`config.mk`:
```
export PLATFORM = sky130hd
export DESIGN_NAME = cpu_csr_ctl
export DESIGN_NICKNAME = d
export VERILOG_FILES = /design/src/rtl/cpu_csr_ctl.sv
export SDC_FILE = /design/constraint.sdc
export NUM_CORES = 1
export LEC_CHECK = 0
export CORE_MARGIN = 5
export CORE_UTILIZATION = 45
export DETAILED_ROUTE_END_ITERATION = 8
export PLACE_DENSITY = 0.8
export SETUP_SLACK_MARGIN = 0.05
export SLEW_MARGIN = 25
export SYNTH_ARGS = -nofsm -noshare
export SYNTH_HDL_FRONTEND = slang
export SYNTH_SLANG_ARGS = --single-unit
```
`constraint.sdc`:
```
create_clock -name clk_i -period 8.25 [get_ports clk_i]
set_input_delay 1.2375 -clock clk_i [delete_from_list [all_inputs] [get_ports clk_i]]
set_output_delay 1.2375 -clock clk_i [all_outputs]
set_load 0.01 [all_outputs]
```
`src/rtl/cpu_csr_ctl.sv`:
```
// rtl/cpu_csr_ctl.sv - CSR read-modify-write, trap entry and MRET sequencer
//
// Sits between the execute stage and the CSR register file. It accepts one
// request at a time and drives the CSR file's registered read port and its
// write port. It returns a one-cycle response and/or a PC redirect.
//
// Ports:
//   clk_i, reset_i          clock, synchronous active-high reset
//   req_*                   request handshake and fields, latched on valid&ready
//   resp_*                  CSR-op response pulse (old value, illegal flag)
//   redirect_*              PC redirect pulse for trap entry and MRET
//   mtrap_o, mret_o         one-cycle notifications to the CSR file
//   csr_read_*              CSR file read port (data returns one cycle later)
//   csr_write_*             CSR file write port

module cpu_csr_ctl #(
  parameter bit VECTORED_EN = 1'b1,
  parameter bit RO_CHECK_EN = 1'b1
) (
  input  logic        clk_i,
  input  logic        reset_i,
  input  logic        req_valid_i,
  output logic        req_ready_o,
  input  logic [2:0]  req_op_i,
  input  logic [11:0] req_addr_i,
  input  logic [31:0] req_operand_i,
  input  logic        req_wr_suppress_i,
  input  logic [31:0] req_pc_i,
  input  logic [31:0] req_cause_i,
  input  logic [31:0] req_tval_i,
  output logic        resp_valid_o,
  output logic [31:0] resp_data_o,
  output logic        resp_illegal_o,
  output logic        redirect_valid_o,
  output logic [31:0] redirect_pc_o,
  output logic        mtrap_o,
  output logic        mret_o,
  output logic [11:0] csr_read_addr_o,
  output logic        csr_read_enable_o,
  input  logic [31:0] csr_read_data_i,
  output logic [11:0] csr_write_addr_o,
  output logic [31:0] csr_write_data_o,
  output logic        csr_write_enable_o
);

  localparam logic [2:0]  OP_RW   = 3'd1;
  localparam logic [2:0]  OP_RS   = 3'd2;
  localparam logic [2:0]  OP_RC   = 3'd3;
  localparam logic [2:0]  OP_TRAP = 3'd4;
  localparam logic [2:0]  OP_MRET = 3'd5;

  localparam logic [11:0] ADDR_MTVEC  = 12'h305;
  localparam logic [11:0] ADDR_MEPC   = 12'h341;
  localparam logic [11:0] ADDR_MCAUSE = 12'h342;
  localparam logic [11:0] ADDR_MTVAL  = 12'h343;

  typedef enum logic [3:0] {
    S_IDLE,
    S_CSR_RD,
    S_CSR_WB,
    S_TRAP_EPC,
    S_TRAP_CAUSE,
    S_TRAP_TVAL,
    S_TRAP_DONE,
    S_MRET_RD,
    S_MRET_DONE
  } state_t;

  state_t      r_state;
  state_t      w_next;

  logic [2:0]  r_op;
  logic [11:0] r_addr;
  logic [31:0] r_operand;
  logic        r_wr_suppress;
  logic [31:0] r_pc;
  logic [31:0] r_cause;
  logic [31:0] r_tval;

  logic        w_accept;
  logic        w_is_csr_op;
  logic        w_will_write;
  logic        w_ro_violation;
  logic        w_illegal;
  logic        w_do_write;
  logic [31:0] w_new_value;
  logic [31:0] w_mtvec_base;
  logic [31:0] w_vec_offset;
  logic [31:0] w_trap_target;

  assign w_accept = req_valid_i && (r_state == S_IDLE);

  always_ff @(posedge clk_i) begin
    if (reset_i) begin
      r_state       <= S_IDLE;
      r_op          <= '0;
      r_addr        <= '0;
      r_operand     <= '0;
      r_wr_suppress <= 1'b0;
      r_pc          <= '0;
      r_cause       <= '0;
      r_tval        <= '0;
    end else begin
      r_state <= w_next;
      if (w_accept) begin
        r_op          <= req_op_i;
        r_addr        <= req_addr_i;
        r_operand     <= req_operand_i;
        r_wr_suppress <= req_wr_suppress_i;
        r_pc          <= req_pc_i;
        r_cause       <= req_cause_i;
        r_tval        <= req_tval_i;
      end
    end
  end

  // CSRRW always writes; CSRRS/CSRRC skip the write when rs1/zimm was zero.
  assign w_is_csr_op    = (r_op == OP_RW) || (r_op == OP_RS) || (r_op == OP_RC);
  assign w_will_write   = (r_op == OP_RW) || !r_wr_suppress;
  assign w_ro_violation = RO_CHECK_EN && (r_addr[11:10] == 2'b11) && w_will_write;
  assign w_illegal      = !w_is_csr_op || w_ro_violation;
  assign w_do_write     = w_is_csr_op && w_will_write && !w_ro_violation;

  always_comb begin
    w_new_value = r_operand;
    case (r_op)
      OP_RS:   w_new_value = csr_read_data_i | r_operand;
      OP_RC:   w_new_value = csr_read_data_i & ~r_operand;
      default: w_new_value = r_operand;
    endcase
  end

  // Vectored mode only applies to interrupts; reserved modes behave as direct.
  assign w_mtvec_base = csr_read_data_i & 32'hFFFF_FFFC;
  assign w_vec_offset = (r_cause & 32'h7FFF_FFFF) << 2;
  assign w_trap_target = (VECTORED_EN && (csr_read_data_i[1:0] == 2'b01) && r_cause[31])
                         ? (w_mtvec_base + w_vec_offset) : w_mtvec_base;

  always_comb begin
    w_next = r_state;
    case (r_state)
      S_IDLE: begin
        if (req_valid_i) begin
          case (req_op_i)
            OP_TRAP: w_next = S_TRAP_EPC;
            OP_MRET: w_next = S_MRET_RD;
            default: w_next = S_CSR_RD;
          endcase
        end
      end
      S_CSR_RD:     w_next = S_CSR_WB;
      S_CSR_WB:     w_next = S_IDLE;
      S_TRAP_EPC:   w_next = S_TRAP_CAUSE;
      S_TRAP_CAUSE: w_next = S_TRAP_TVAL;
      S_TRAP_TVAL:  w_next = S_TRAP_DONE;
      S_TRAP_DONE:  w_next = S_IDLE;
      S_MRET_RD:    w_next = S_MRET_DONE;
      S_MRET_DONE:  w_next = S_IDLE;
      default:      w_next = S_IDLE;
    endcase
  end

  always_comb begin
    req_ready_o        = 1'b0;
    resp_valid_o       = 1'b0;
    resp_data_o        = '0;
    resp_illegal_o     = 1'b0;
    redirect_valid_o   = 1'b0;
    redirect_pc_o      = '0;
    mtrap_o            = 1'b0;
    mret_o             = 1'b0;
    csr_read_addr_o    = '0;
    csr_read_enable_o  = 1'b0;
    csr_write_addr_o   = '0;
    csr_write_data_o   = '0;
    csr_write_enable_o = 1'b0;
    case (r_state)
      S_IDLE: req_ready_o = 1'b1;
      S_CSR_RD: begin
        // Unknown op codes keep the CSR-op timing but never touch the file.
        if (w_is_csr_op) begin
          csr_read_enable_o = 1'b1;
          csr_read_addr_o   = r_addr;
        end
      end
      S_CSR_WB: begin
        resp_valid_o   = 1'b1;
        resp_illegal_o = w_illegal;
        resp_data_o    = w_illegal ? 32'h0 : csr_read_data_i;
        if (w_do_write) begin
          csr_write_enable_o = 1'b1;
          csr_write_addr_o   = r_addr;
          csr_write_data_o   = w_new_value;
        end
      end
      S_TRAP_EPC: begin
        csr_write_enable_o = 1'b1;
        csr_write_addr_o   = ADDR_MEPC;
        csr_write_data_o   = r_pc & 32'hFFFF_FFFC;
      end
      S_TRAP_CAUSE: begin
        csr_write_enable_o = 1'b1;
        csr_write_addr_o   = ADDR_MCAUSE;
        csr_write_data_o   = r_cause;
      end
      S_TRAP_TVAL: begin
        csr_write_enable_o = 1'b1;
        csr_write_addr_o   = ADDR_MTVAL;
        csr_write_data_o   = r_tval;
        csr_read_enable_o  = 1'b1;
        csr_read_addr_o    = ADDR_MTVEC;
      end
      S_TRAP_DONE: begin
        mtrap_o          = 1'b1;
        redirect_valid_o = 1'b1;
        redirect_pc_o    = w_trap_target;
      end
      S_MRET_RD: begin
        csr_read_enable_o = 1'b1;
        csr_read_addr_o   = ADDR_MEPC;
      end
      S_MRET_DONE: begin
        mret_o           = 1'b1;
        redirect_valid_o = 1'b1;
        redirect_pc_o    = csr_read_data_i & 32'hFFFF_FFFC;
      end
      default: ;
    endcase
  end

endmodule

```
==> impl_metrics.toml <==
[final_layout]
fillCellCount = 1613
final_nets = 1639
diodes = 0
area_growth_pct = 42.45
regArea_um2 = 2924
layout-drive-gt1-share_pct = 5.336
multi_input_area_um2 = 5291

[sta]
setup-violations-final = 0
hold_viol = 0
fin_crit_ns = 6.153
holdWs_ns = 0.4531
max_slew_margin_pct = 33.74
worst_pin_slew_ns = 0.9917
fin_crit_sh_pct = 74.58
finalMaxSlewViolations = 0
fin_setup_tns_ns = 0
rsz0062_at_grt = "false"
clock.fmax_mhz = 162.5
skew_ns = 0.01461

[logic_synthesis]
synthDistinctLibCells = 62
synth_edf_count = 0
synthFlopType = "dfxtp_1"
synth_seq_cells = 146
synth.avg_cell_area_um2 = 7.198
seq_area_frac_synth_pct = 34.18
synthArstFlopShare_pct = 0
yosysWarnings = 0
netlist_instances = 1188
netlist_area_um2 = 8551

[die]
die_area_um2 = 21860
die_h_um = 147.8
std_cell_rows = 50
die_width_um = 147.8
core_area_um2 = 18710
io_pins = 307
initial_core_util_pct = 45.71

[placed_design]
hpwl_um = 22050
place_congestion = 0.9122
io_buffers = 302

[global_route]
grt_max_degree = 81
antenna_found_initial = 0
grt_overflow_total = 0
grt_pass1_vias = 8872
grt_usage_pct = 27.38
grt_pass1_wl_um = 47920

[pwr]
p_leak_nw = 4.874
peakVddDrop_v = 0.0001350
powerDensity_nw_per_um2 = 161.7

[run]
max_cap_violations = 0

[clock_tree]
post_cts_resized = 0
cts.sinks = 146
clockBufferDepth = 2
numCtsBuffers = 17
tritoncts = "done"
clkLatencyLatePin_ns = 0.43
clockRootBuffer = "clkbuf_16"
cts_setup_buffers = 0
htree_levels = 4
path_clk_slew_ns = 0.06
cts_hold_buf = 0

[setup_path]
arrival_ns = 4.92
reg2reg_from = "r_state[0]"
worstSetupEndpointType = "primary output"
cp_data_required_time_ns = 7.01
cp_max_fo = 4
crit_slowest_cell = "clkdlybuf4s50_1"
worstRegToRegCells = 6
critPathMaxStageDelay_ns = 0.54
cp-start-kind = "primary input"
path_class = "primary input to primary output"
regToRegSetupSlack_ns = 4.83
worstPathCellList = "clkdlybuf4s50_1 -> ha_1 -> fa_1 -> a21oi_1 -> o21ai_1 -> a21oi_1 -> or2_1 -> a31oi_1 -> a211oi_1 -> o21bai_1 -> xor2_1 -> a22o_1 -> clkdlybuf4s50_1"
regToRegEndpoint = "r_tval[28]"

[route]
first_iter_violations = 634
vias_per_cell = 5.566
vias = 9334
route.detailed.drc = 0
drt-total-wl_um = 31330
ant_nets = 0
routedWlPerCell_um = 18.68
drtPass1Iterations = 4

[min_path]
hold_class = "flip-flop to flip-flop"
hold_path_startpoint = "r_tval[30]"
min_to = "r_tval[30]"
holdPathStages = 2

[outcome]
status = "finished clean"
==> layer usage <==
layer	share of wire (%)	wire length (µm)	up-vias	GRT usage, %
met5	0	0	-	0
li1	-	-	4581	-
met2	47	14790	373	46.50
met4	3.8	1197	0	11.45
met3	7.2	2258	77	5.457
met1	42	13080	4303	33.98
==> cells in the mapped netlist, types with 11 or more instances <==
master	n	area (µm²)
nand2_1	370	1389
mux2i_1	32	320.3
a21oi_1	200	1001
buf_2	11	55.05
and3_1	34	212.7
and2_1	17	106.4
clkbuf_1	73	274.0
xnor2_1	14	122.6
a22o_1	30	262.8
o221ai_1	30	262.8
a21o_1	28	210.2
dfxtp_1	146	2923
ha_1	29	362.9
nor2_1	58	217.7
xor2_1	13	113.9
==> how the worst max path moves through the flow <==
stage | startpoint | end | slack, ns | cells past startpoint
global placement | csr_read_data_i[2] | redirect_pc_o[30] | 2.17 | 13
floorplan | csr_read_data_i[2] | redirect_pc_o[30] | 3.60 | 11
CTS | csr_read_data_i[2] | redirect_pc_o[26] | 2.10 | 13
finish | csr_read_data_i[2] | redirect_pc_o[26] | 2.10 | 13
detailed placement | csr_read_data_i[2] | redirect_pc_o[26] | 2.11 | 13
global route | csr_read_data_i[2] | redirect_pc_o[30] | 1.85 | 13
==> critical path, delay by kind of cell <==
kind                     cells  cell delay [ns]
AO/OA/AOI/OAI                7             1.60
buffers and inverters        2             1.02
adder cells (fa/ha/maj)      2             0.69
AND/OR/NAND/NOR              1             0.19
XOR/XNOR                     1             0.17
==> per-stage QoR <==
stage,total power [mW],area (µm²),instances,setup WS [ns],utilization (%)
global route,2.059,12180,1677,1.848,65.12
floorplan,1.057,8554,1189,3.602,-
CTS,1.976,12180,1677,2.101,65.11
detailed placement,1.243,11620,1645,2.106,62.13
finish,1.969,12180,1677,2.097,65.12
global placement,1.233,11620,1645,2.168,62.13
==> cells by family (layout without fill, tap and decap cells) <==
group | Yosys count | after routing | share of synthesized area [%]
buffers and inverters | 96 | 350 | 4.463
muxes | 33 | 33 | 3.878
and+or+nand+nor | 521 | 521 | 25.68
DFF | 146 | 146 | 34.18
adders and majority gates | 30 | 30 | 4.478
other | 1 | 2 | 0.04386
AOI/OAI and AO/OA | 334 | 334 | 24.51
xor gates and xnor gates | 27 | 27 | 2.766
==> final cells by class <==
cell class,count,area share [%]
Tap cell,234,2.404
Timing Repair Buffer,311,25.35
Sequential cell,146,24.01
Multi-Input combinational cell,947,43.44
Clock inverter,14,0.9759
Inverter,7,0.2157
Clock buffer,18,3.606
==> cell usage in the layout, fill, tap and decap left out, types with 10 or more instances in the layout <==
cell and count:
buf_4 10, o221ai_1 30, ha_1 29, dfxtp_1 145
a21o_1 27, and2_1 16, xor2_1 13, o21ai_0 10
clkbuf_16 17, mux2i_1 32, clkdlybuf4s50_1 301, a22o_1 30
xnor2_1 14, nor2_1 55, a21oi_1 200, nand2_1 369
and3_1 34
==> power by group <==
part | switching (mW) | leakage (nW) | internal (mW)
registers | 0.0398 | 1.20 | 0.756
clock network | 0.336 | 0.264 | 0.401
logic | 0.239 | 3.41 | 0.197
total | 0.615 | 4.87 | 1.35
==> sequential cells by signal, indices dropped and copies added, names as in the netlist <==
signal,count
r_cause,32
r_operand,32
r_tval,32
r_pc,30
r_addr,12
r_state,4
r_op,3
r_wr_suppress,1
No activity file was read; power rests on OpenSTA's default activity.
